==> config.mk <==
export PLATFORM = sky130hd
export DESIGN_NAME = gf180mcu_fd_sc_mcu7t5v0__rrarb3
export DESIGN_NICKNAME = d
export VERILOG_FILES = /design/src/rtl/gf180mcu_fd_sc_mcu7t5v0__rrarb3_pkg.sv /design/src/rtl/gf180mcu_fd_sc_mcu7t5v0__rrarb3_pick.sv /design/src/rtl/gf180mcu_fd_sc_mcu7t5v0__rrarb3.sv
export SDC_FILE = /design/constraint.sdc
export NUM_CORES = 1
export LEC_CHECK = 0
export ABC_AREA = 1
export ABC_CLOCK_PERIOD_IN_PS = 4000
export CAP_MARGIN = 20
export CORE_MARGIN = 1.5
export CORE_UTILIZATION = 56
export CTS_BUF_LIST = sky130_fd_sc_hd__clkbuf_16
export CTS_CLUSTER_DIAMETER = 40
export DETAILED_ROUTE_END_ITERATION = 8
export PLACE_DENSITY_LB_ADDON = 0.05
export SKIP_LAST_GASP = 1
export SLEW_MARGIN = 25
export SYNTH_ARGS = -nofsm -noshare
export SYNTH_HDL_FRONTEND = slang
export SYNTH_SLANG_ARGS = --single-unit
==> constraint.sdc <==
create_clock -name CLK -period 4 [get_ports CLK]
set_clock_uncertainty 0.1 [all_clocks]
set_input_delay 0.6 -clock CLK [delete_from_list [all_inputs] [get_ports CLK]]
set_output_delay 0.6 -clock CLK [all_outputs]
set_load 0.02 [all_outputs]
==> src/rtl/gf180mcu_fd_sc_mcu7t5v0__rrarb3_pkg.sv <==
// Shared definitions for the three-requester round-robin arbiter.
// Holds the state encoding, the owner codes, the reset value of the
// last-owner register, and a helper that turns an owner code into a
// one-hot grant vector.
package gf180mcu_fd_sc_mcu7t5v0__rrarb3_pkg;

    typedef enum logic [1:0] {
        IDLE    = 2'b00,
        GRANT   = 2'b01,
        RELEASE = 2'b10
    } state_t;

    localparam logic [1:0] OWN_NONE = 2'd0;
    localparam logic [1:0] OWN_R1   = 2'd1;
    localparam logic [1:0] OWN_R2   = 2'd2;
    localparam logic [1:0] OWN_R3   = 2'd3;

    // Starting from "requester 3 was last" makes requester 1 win first.
    localparam logic [1:0] LAST_RST = OWN_R3;

    // Owner code to grant vector {GNT3, GNT2, GNT1}; no owner gives all zero.
    function automatic logic [2:0] owner_onehot(input logic [1:0] owner);
        logic [2:0] vec;
        case (owner)
            OWN_R1:  vec = 3'b001;
            OWN_R2:  vec = 3'b010;
            OWN_R3:  vec = 3'b100;
            default: vec = 3'b000;
        endcase
        return vec;
    endfunction

endpackage

==> src/rtl/gf180mcu_fd_sc_mcu7t5v0__rrarb3_pick.sv <==
// Combinational round-robin picker.
// Ports:
//   req  - request vector {REQ3, REQ2, REQ1}
//   last - owner code of the previous owner (1..3)
//   win  - owner code of the winner, 0 when no request is high
// The search starts just after the previous owner and wraps 3 -> 1, so the
// previous owner is still eligible but is considered last.
module gf180mcu_fd_sc_mcu7t5v0__rrarb3_pick
    import gf180mcu_fd_sc_mcu7t5v0__rrarb3_pkg::*;
(
    input  logic [2:0] req,
    input  logic [1:0] last,
    output logic [1:0] win
);

    always_comb begin
        win = OWN_NONE;
        case (last)
            OWN_R1: begin
                if (req[1])      win = OWN_R2;
                else if (req[2]) win = OWN_R3;
                else if (req[0]) win = OWN_R1;
            end
            OWN_R2: begin
                if (req[2])      win = OWN_R3;
                else if (req[0]) win = OWN_R1;
                else if (req[1]) win = OWN_R2;
            end
            // Code 3, and the unused code 0, both search 1, 2, 3.
            default: begin
                if (req[0])      win = OWN_R1;
                else if (req[1]) win = OWN_R2;
                else if (req[2]) win = OWN_R3;
            end
        endcase
    end

endmodule

==> src/rtl/gf180mcu_fd_sc_mcu7t5v0__rrarb3.sv <==
// Three-requester round-robin arbiter with bounded grant tenure and a
// one-cycle break-before-make gap between owners.
// Ports:
//   CLK              - rising-edge clock
//   RST              - asynchronous active-high reset
//   REQ1..REQ3       - level-sensitive requests
//   GNT1..GNT3       - registered one-hot grants
//   OWN              - registered owner code (0 = none, 1..3)
//   BUSY             - registered, high whenever the arbiter is not idle
//   ZN               - combinational NOR of the three requests
// HOLD_MAX bounds how many contested cycles one owner keeps the grant
// (0 disables the bound); CNT_W sizes the tenure counter.
module gf180mcu_fd_sc_mcu7t5v0__rrarb3
    import gf180mcu_fd_sc_mcu7t5v0__rrarb3_pkg::*;
#(
    parameter int HOLD_MAX = 8,
    parameter int CNT_W    = 4
) (
    input  logic       CLK,
    input  logic       RST,
    input  logic       REQ1,
    input  logic       REQ2,
    input  logic       REQ3,
    output logic       GNT1,
    output logic       GNT2,
    output logic       GNT3,
    output logic [1:0] OWN,
    output logic       BUSY,
    output logic       ZN
);

    localparam bit PREEMPT_EN = (HOLD_MAX != 0);
    localparam logic [CNT_W-1:0] CNT_LIMIT =
        CNT_W'((HOLD_MAX == 0) ? 0 : HOLD_MAX - 1);

    logic [2:0]       req;
    logic [2:0]       gnt;
    logic [1:0]       last;
    logic [1:0]       pick;
    logic [CNT_W-1:0] cnt;
    logic             owner_req;
    logic             contested;
    state_t           state;

    assign req = {REQ3, REQ2, REQ1};
    assign {GNT3, GNT2, GNT1} = gnt;
    assign ZN = ~(REQ1 | REQ2 | REQ3);

    gf180mcu_fd_sc_mcu7t5v0__rrarb3_pick u_pick (
        .req  (req),
        .last (last),
        .win  (pick)
    );

    // Whether the current owner still requests, and whether anyone else
    // is waiting. Only meaningful in GRANT, where OWN is a real owner.
    always_comb begin
        owner_req = 1'b0;
        contested = 1'b0;
        case (OWN)
            OWN_R1: begin
                owner_req = req[0];
                contested = req[1] | req[2];
            end
            OWN_R2: begin
                owner_req = req[1];
                contested = req[0] | req[2];
            end
            OWN_R3: begin
                owner_req = req[2];
                contested = req[0] | req[1];
            end
            default: begin
                owner_req = 1'b0;
                contested = 1'b0;
            end
        endcase
    end

    // Every handover passes through RELEASE, which guarantees the dead
    // cycle. The tenure counter only advances while someone else waits, so
    // an uncontested owner is never preempted.
    always_ff @(posedge CLK or posedge RST) begin
        if (RST) begin
            state <= IDLE;
            gnt   <= 3'b000;
            OWN   <= OWN_NONE;
            BUSY  <= 1'b0;
            last  <= LAST_RST;
            cnt   <= '0;
        end else begin
            case (state)
                IDLE, RELEASE: begin
                    if (|req) begin
                        state <= GRANT;
                        OWN   <= pick;
                        gnt   <= owner_onehot(pick);
                        BUSY  <= 1'b1;
                        cnt   <= '0;
                    end else begin
                        state <= IDLE;
                        OWN   <= OWN_NONE;
                        gnt   <= 3'b000;
                        BUSY  <= 1'b0;
                    end
                end
                GRANT: begin
                    if (!owner_req ||
                        (PREEMPT_EN && contested && (cnt == CNT_LIMIT))) begin
                        state <= RELEASE;
                        last  <= OWN;
                        OWN   <= OWN_NONE;
                        gnt   <= 3'b000;
                        BUSY  <= 1'b1;
                    end else if (contested) begin
                        cnt <= cnt + 1'b1;
                    end
                end
                default: begin
                    state <= IDLE;
                    OWN   <= OWN_NONE;
                    gnt   <= 3'b000;
                    BUSY  <= 1'b0;
                end
            endcase
        end
    end

endmodule
## Word level (Yosys, flattened, before mapping)

Index checks and enable logic that the tools add are counted.

| storage, ports and cells | value |
|---|---|
| register bits after elaboration | 14 |
| bits in latches | 0 |
| bits in writable memories | 0 |
| ROM bits | 0 |
| logic and storage cells | 65 |
| memories | 0 |

| cells by class | value |
|---|---|
| add/sub/neg operators | 1 |
| $mul | 0 |
| div/mod/pow operators | 0 |
| order comparisons | 0 |
| eq/ne operators | 15 |
| shift-type cells | 0 |
| multiplexer cells | 29 |
| bitwise logic cells | 5 |
| reductions and logical operators | 9 |

Operator list:

| kind | count |
|---|---|
| 2-bit two-way mux | 11 |
| 2-bit equality test (second input constant) | 6 |
| 4-bit two-way mux | 3 |
| 2-bit case mux with 2 select lines | 3 |
| 3-bit case mux with 3 select lines | 1 |
| 2-bit by 1-bit equality test with 1-bit output (second input constant) | 4 |
| 2-bit != test (second input constant) | 4 |
| 4-bit case mux with 2 select lines | 1 |
| 3-bit two-way mux | 2 |
| 1-bit case mux with 3 select lines | 2 |
| 3-bit case mux with 2 select lines | 1 |
| 4-bit by 1-bit adder with 4-bit output (second input constant) | 1 |
| 4-bit by 3-bit equality test with 1-bit output (second input constant) | 1 |
| 1-bit two-way mux | 4 |
| 1-bit bitwise OR | 4 |
| 4-bit AND reduction | 1 |
| 3-bit OR reduction | 1 |
| 2-bit logical NOT | 1 |
| 1-bit case mux with 2 select lines | 1 |
| 2-bit AND reduction | 1 |
| 2-bit nonzero test | 1 |
| 2-bit OR reduction | 1 |
| 1-bit logical AND | 1 |
| 1-bit logical NOT | 1 |
| 2 further kinds | 2 |

## Depth between registers and ports, before layout

Gate-level depths: netlist of run 1.

| logic depth | value |
|---|---|
| depth in word-level cells | 8 |
| mapped depth | 13 |
| depth with buffers taken out | 13 |

## Cells and area by module

A second synthesis of run 1 with hierarchy kept.

| second synthesis, totals | value |
|---|---|
| cells, all modules | 125 |
| area, all modules | 924.6 µm² |

By module, submodules not included:

| module | times used | cells an instance | area each (µm²) | seq. area each (µm²) |
|---|---|---|---|---|
| gf180mcu_fd_sc_mcu7t5v0__rrarb3 | 1 | 99 | 807.0 | 352.8 |
| gf180mcu_fd_sc_mcu7t5v0__rrarb3_pick | 1 | 26 | 117.6 | 0.0 |

## Least setup slack after synthesis of run 1

Ideal clock, no wire load.

| timing path | value |
|---|---|
| kind | input port to output port |
| start point | input REQ3 |
| end point | output ZN |
| arrival | 1.085 ns |
| required time | 3.300 ns |
| path slack | 2.215 ns |
| stages | 3 |
| path through | inv_1 > nand2_1 > nor2_1 |

| on the way | value |
|---|---|
| cells in the longest elaborated chain, start to end | 2 |

Ends and longest elaborated chain:

| element | RTL line | source |
|---|---|---|
| start, declared | gf180mcu_fd_sc_mcu7t5v0__rrarb3.sv:23 | `input logic REQ3,` |
| 1-bit bitwise OR | gf180mcu_fd_sc_mcu7t5v0__rrarb3.sv:47 | `assign ZN = ~(REQ1 \| REQ2 \| REQ3);` |
| 1-bit inverter | gf180mcu_fd_sc_mcu7t5v0__rrarb3.sv:47 |  |
| end, declared | gf180mcu_fd_sc_mcu7t5v0__rrarb3.sv:29 | `output logic ZN` |

No other way between the ends.

## Final worst setup path of run 1

| timing path | value |
|---|---|
| start point | input REQ1 |
| end point | output ZN |

| on the way | value |
|---|---|
| cells in the longest elaborated chain, start to end | 3 |

Ends and longest elaborated chain:

| element | RTL line | source |
|---|---|---|
| start, declared | gf180mcu_fd_sc_mcu7t5v0__rrarb3.sv:21 | `input logic REQ1,` |
| 1-bit bitwise OR (2 in a row) | gf180mcu_fd_sc_mcu7t5v0__rrarb3.sv:47 |  |
| 1-bit inverter | gf180mcu_fd_sc_mcu7t5v0__rrarb3.sv:47 |  |

No other way between the ends.

==> results of run 1 <==
## cells by family (layout without fill, tap and decap cells)
family / after synthesis / in the layout
compound gates: 19 / 19
xor+xnor: 1 / 1
fa+ha+maj: 7 / 7
buf+inv: 18 / 33
flops: 14 / 14
simple gates: 51 / 51
## final timing paths
| path | from | to | slack, ns | depth (start not counted) |
|---|---|---|---|---|
| worst min register to register | gnt[2] | gnt[2] | 0.38 | 2 |
| min in group asynchronous | RST | gnt[2] | 0.58 | 2 |
| worst max-delay path | REQ1 | ZN | 1.21 | 5 |
| worst min-delay path | gnt[2] | gnt[2] | 0.38 | 2 |
| max in group asynchronous | RST | last[1] | 2.86 | 2 |
| worst max register to register | OWN[0] | cnt[1] | 2.21 | 13 |
## routing by layer
metal  share of wire (%)  vias up  GRT usage (%)  routed length, µm
met5                   0        -              0                  0
met4                 1.6        0           9.38                 29
met3                 3.2        4           2.59                 56
met2                  47       13           36.3                825
met1                  49      354           29.8                859
li1                    -      378              -                  -
## placed cells by master, fill, tap and decap left out, drive strengths merged, types with 2 or more instances in the layout
master         synthesis  routed
a21oi                  6       6
clkbuf                 0       3
clkdlybuf4s50          0      11
dfrtp                 12      12
dfstp                  2       2
ha                     7       7
inv                   18      18
nand2                 35      35
nand3                  9       9
nor2                   6       6
o21ai                 11      11
## critical path, stage by stage
cell             delay (ns)
clkdlybuf4s50_1        0.45
inv_1                  0.11
nand2_1                0.09
nor2_1                 0.19
clkdlybuf4s50_1        0.64
## flip-flops by register name, summed over array words and instances (netlist names)
signal	flops
state	2
BUSY	1
OWN	2
last	2
cnt	4
gnt	3
## through the flow
stage | power, mW | utilization (%) | instance area [µm²] | setup slack, ns | hold WS (ns)
after detailed placement | 0.635 | 67.7 | 1010 | 1.24 | 0.367
final | 0.827 | 73.0 | 1090 | 1.21 | 0.378
after global routing | 0.886 | 73.0 | 1090 | 1.11 | 0.420
after floorplan | 0.517 | - | 878 | 2.21 | 0.364
after global placement | 0.627 | 67.7 | 1010 | 1.25 | 0.365
after CTS | 0.832 | 73.0 | 1090 | 1.23 | 0.386
## synthesized netlist by cell type
cell type	n
inv_1	17
nor2_1	5
nand2_2	4
a22oi_1	1
o21a_1	1
dfrtp_1	12
o21ai_0	7
nor2_8	1
ha_1	7
xor2_1	1
a21oi_1	5
nand3_4	1
inv_2	1
dfstp_2	2
nand3_1	8
a21oi_4	1
nand2_1	30
nor3_1	1
o21ai_1	4
nand2_4	1
## cell type report
class                      instances  area [µm²]  area share, %
clock buffer                       3        75.1           6.90
clock inverter                     1        3.75          0.345
inverter                          18        67.6           6.21
multi-input combinational         78         458           42.1
sequential                        14         353           32.5
tap                               16        20.0           1.84
timing repair buffer              11         110           10.1
## power groups by stage
| stage | Combinational (mW) | Sequential, mW | Clock [mW] |
|---|---|---|---|
| finish | 0.391 | 0.250 | 0.186 |
| global route | 0.434 | 0.257 | 0.195 |
| CTS | 0.392 | 0.250 | 0.190 |
| detailed placement | 0.384 | 0.250 | 0 |
| global placement | 0.379 | 0.248 | 0 |
| floorplan | 0.240 | 0.277 | 0 |
==> out/results.ini, run 1 <==
[placement]
numPortBuffers = 11
placedCellCount = 137
gp_congestion = 0.879
hpwl_um = 1280

[global_route]
overflow = 0
grt_max_degree = 15
first_global_vias = 712
grt_usage_pct = 22.2
antenna_found_initial = 0
grt_pass1_wl_um = 3000

[timing]
rsz0062_at_grt = no
tightest_slew_ns = 0.503
fin_crit_sh_pct = 69.7
maxSlewHeadroom_pct = 66.4
setup_viol = 0
slew_viol_final = 0
fmax_mhz = 359
fin_setup_tns_ns = 0
hold_violations = 0
finalCriticalPeriod_ns = 2.79

[cells_and_area]
final_cell_count_no_fill = 141
num-nets-final = 138
drive_above_1_share_pct = 11.2
antenna-diode-count = 0
area_delta_synth_final_pct = 23.8
num-fill-cells = 108

[clock_tree]
cts_buffers = 3
path_clk_slew_ns = 0.04
clock_latency_ns = 0.24
postCtsHoldBufs = 0
h-tree-depth = 1
clkSinkCount = 14
cts_tree = built
cts_post_setup_buffers_inserted = 0
cts_root_buf = clkbuf_16
clock_path_buffers = 2
cts_resized = 0

[detailed_routing]
viasPerCell = 5.31
num_vias = 749
dr.pass1.iters = 4
wire_per_inst_um = 12.6
drt_wl_total_um = 1770
drt_iter0_markers = 34
ant_nets = 0
drc = 0

[status]
status = finished clean

[critical_path]
end_kind = output pin
arrival_ns = 2.09
worstSetupPathType = in -> out
cp.required_ns = 3.30
critPathLaunchType = primary input
critPathMaxFanout = 4

[pwr]
power_frac_clock_pct = 22.5
comb_power_share_pct = 47.2
p_seq_share_pct = 30.2
power.leakage_nw = 0.551
p_int_mw = 0.484
vdd_drop_max_mv = 0.541
switching_power_mw = 0.343
switching_share_pct = 41.5
powerDensity_nw_per_um2 = 761

[yosys]
yosys.area.top_type_share_pct = 34.2
ys_ff_latch = 14
synth_cells = 110
muxShareOfSynthArea_pct = 0
syn_nets = 122
syn-mean-instance-area_um2 = 7.98
synth_compound_area_share_pct = 12.7
synth_top_cell_by_area = dfrtp_1
yosys.area_share.simple_pct = 28.5
yosysWarnings = 0
ys_seq_area_share_pct = 40.2
syn-cell-area_um2 = 878
yosys-top-cells-area = dfrtp_1, nand2_1, ha_1
ys_types = 20
synth_top_family_by_area = simple AND/OR/NAND/NOR gates
synthAdderAreaFrac_pct = 9.97
synthXorXnorAreaFrac_pct = 0.997

[floorplan]
fp.dieH_um = 42.6
fp.dieArea_um2 = 1820
io-pin-count = 12
dieWidth_um = 42.6
placementRows = 14
start_util_pct = 59.0
core_um2 = 1490

[flow_run]
maxCapViolCount = 0

[worst_hold_path]
min_path_type = reg -> reg

Note: power is estimated with default switching activity, not from simulation.
==> inputs of run 2 (changes only) <==
--- a/config.mk
+++ b/config.mk
@@ -6,10 +6,10 @@
 export NUM_CORES = 1
 export LEC_CHECK = 0
 export ABC_AREA = 1
-export ABC_CLOCK_PERIOD_IN_PS = 4000
+export ABC_CLOCK_PERIOD_IN_PS = 2300
 export CAP_MARGIN = 20
 export CORE_MARGIN = 1.5
-export CORE_UTILIZATION = 56
+export CORE_UTILIZATION = 47
 export CTS_BUF_LIST = sky130_fd_sc_hd__clkbuf_16
 export CTS_CLUSTER_DIAMETER = 40
 export DETAILED_ROUTE_END_ITERATION = 8
==> constraint.sdc (replaced) <==
create_clock -name CLK -period 2.3 [get_ports CLK]
set_clock_uncertainty 0.1 [all_clocks]
set_input_delay 0.345 -clock CLK [delete_from_list [all_inputs] [get_ports CLK]]
set_output_delay 0.345 -clock CLK [all_outputs]
set_load 0.02 [all_outputs]
==> run 2 against run 1 <==
Against the previous run:
- final cell count is 7.1% higher
- largest power group unchanged
- highest routed layer unchanged
- utilization is 9.5 points lower
- power up 73%
- critical path depth stayed put
==> out/results.ini, run 2 (synthesized netlist as in run 1, its figures left out) <==
[pwr]
p_int_mw = 0.842  ; +74%
power.leakage_nw = 0.573  ; +3.8%
power_frac_clock_pct = 23.0  ; +0.5 points
comb_power_share_pct = 46.7  ; -0.5 points
switching_share_pct = 41.2  ; -0.31 points
powerDensity_nw_per_um2 = 1290  ; +70%
p_seq_share_pct = 30.3  ; about the same
vdd_drop_max_mv = 0.814  ; +50%
switching_power_mw = 0.589  ; +72%

[placement]
hpwl_um = 1270  ; -0.35%
gp_congestion = 0.757  ; -14%
numPortBuffers = 11  ; unchanged

[timing]
fmax_mhz = 531
whs_ns = 0.351  ; -0.0263 ns
tightest_slew_ns = 0.556  ; +0.0528 ns
hold_violations = 0  ; unchanged
fin_crit_sh_pct = 81.9
rsz0062_at_grt = no
maxSlewHeadroom_pct = 62.9  ; -3.5 points
setup_viol = 0  ; unchanged
finalCriticalPeriod_ns = 1.88
slew_viol_final = 0  ; unchanged
fin_setup_tns_ns = 0  ; unchanged

[detailed_routing]
dr_wl_met3_um = 51  ; -8.9%
drt_wl_total_um = 1710  ; -3.3%
wire_per_inst_um = 11.3  ; -9.7%
drt_iter0_markers = 8  ; -76%
viasPerCell = 4.74  ; -11%
ant_nets = 0  ; unchanged
num_vias = 715  ; -4.5%
highest-signal-layer = met4
drc = 0  ; unchanged
routedLengthMet1_um = 893  ; +4.0%
dr.pass1.iters = 4  ; unchanged
dr_wl_met2_um = 744  ; -9.8%

[cells_and_area]
regMostFlops = cnt
num-fill-cells = 163  ; +51%
reg.largest.list = cnt (4), gnt (3)
largest_reg_flops = 4  ; unchanged
final_common_cell = nand2_1
most-common-layout-cells = nand2_1, inv_1, dfrtp_1, clkdlybuf4s50_1, nand3_1
antenna-diode-count = 0  ; unchanged
drive_above_1_share_pct = 11.9  ; +0.70 points
num-nets-final = 139  ; +0.72%
area_delta_synth_final_pct = 26.2

[critical_path]
worstSetupPathType = in -> out
cp.required_ns = 1.86  ; -1.44 ns
crit_slowest_cell = clkdlybuf4s50_1
crit_chain = clkdlybuf4s50_1 > inv_1 > nand2_1 > nor2_1 > dlymetal6s2s_1
reg2reg_to = cnt[1]
ff2ff_path_depth = 13  ; unchanged
slowest_delay_ns = 0.46  ; -0.18 ns
end_kind = output pin
critPathLaunchType = primary input
critPathMaxFanout = 4  ; unchanged
r2r_start = OWN[0]
r2r_slack_ns = 0.58  ; -1.63 ns
arrival_ns = 1.44  ; -0.65 ns

[global_route]
grt_pass1_wl_um = 2880  ; -3.9%
grt_max_degree = 15  ; unchanged
first_global_vias = 690  ; -3.1%
overflow = 0  ; unchanged
grt_usage_pct = 19.5  ; -2.7 points
antenna_found_initial = 0  ; unchanged

[status]
status = finished clean

[clock_tree]
cts_post_setup_buffers_inserted = 0  ; unchanged
postCtsHoldBufs = 0  ; unchanged
h-tree-depth = 1  ; unchanged
cts_tree = built
cts_root_buf = clkbuf_16
path_clk_slew_ns = 0.05  ; about the same
clock_latency_ns = 0.24  ; about the same
clkSinkCount = 14  ; unchanged
cts_buffers = 3  ; unchanged
clock_path_buffers = 2  ; unchanged

[flow_run]
maxCapViolCount = 0  ; unchanged

[floorplan]
dieWidth_um = 46.2  ; +8.5%
start_util_pct = 50.3  ; -8.7 points
placementRows = 15  ; +1
fp.dieH_um = 46.2  ; +8.5%
fp.dieArea_um2 = 2140  ; +18%
io-pin-count = 12  ; unchanged
core_um2 = 1750  ; +17%

[worst_hold_path]
min_path_type = in -> async

## run 2: stage by stage
stage | power (mW) | setup slack (ns) | cell area [µm²] | std cells | util (%)
after floorplan | 0.898 | 0.599 | 878 | 110 | -
after global placement | 1.10 | 0.0561 | 1030 | 147 | 58.9
after detailed placement | 1.11 | 0.0452 | 1030 | 147 | 58.9
after CTS | 1.44 | 0.0195 | 1110 | 151 | 63.4
after global routing | 1.53 | 0.308 | 1110 | 151 | 63.5
final | 1.43 | 0.416 | 1110 | 151 | 63.5
## run 2: power by group through the flow
stage / logic [mW] / clock network (mW) / registers (mW)
6_report: 0.669 / 0.329 / 0.433
5_1_grt: 0.747 / 0.344 / 0.443
4_1_cts: 0.677 / 0.333 / 0.433
3_5_place_dp: 0.671 / 0 / 0.435
3_3_place_gp: 0.665 / 0 / 0.433
2_1_floorplan: 0.417 / 0 / 0.481
## run 2: final cells by class
type / instances / area (µm²) / share of cell area (%)
Multi-Input combinational cell: 78 / 458 / 41.3
Sequential cell: 14 / 353 / 31.8
Timing Repair Buffer: 12 / 120 / 10.8
Clock buffer: 3 / 75.1 / 6.77
Inverter: 18 / 67.6 / 6.09
Tap cell: 25 / 31.3 / 2.82
Clock inverter: 1 / 3.75 / 0.339
## run 2: how the worst max path moves through the flow
stage          cells past startpoint     end  slack, ns    from
6_report                           5      ZN       0.42    REQ1
5_1_grt                            5      ZN       0.31    REQ1
4_1_cts                            5      ZN       0.02    REQ1
3_5_place_dp                       5      ZN       0.05    REQ1
3_3_place_gp                       5      ZN       0.06    REQ1
2_1_floorplan                     12  cnt[2]       0.60  OWN[0]
## run 2: worst max-delay path: cells and delay by family
family        cells  cell delay (ns)
buf+inv           3             0.82
simple gates      2             0.27
## run 2: timing repair
action | 4_1_cts | 5_1_grt
endpoints found under the hold margin | 0 | 0
endpoints found under the setup margin | 0 | 1
gates resized for setup | 0 | 1
## run 2: layer usage
metal	vias up	track usage, %
met3	4	4.71
met5	-	0
met1	315	27.0
met2	12	28.9
li1	384	-
met4	0	8.57
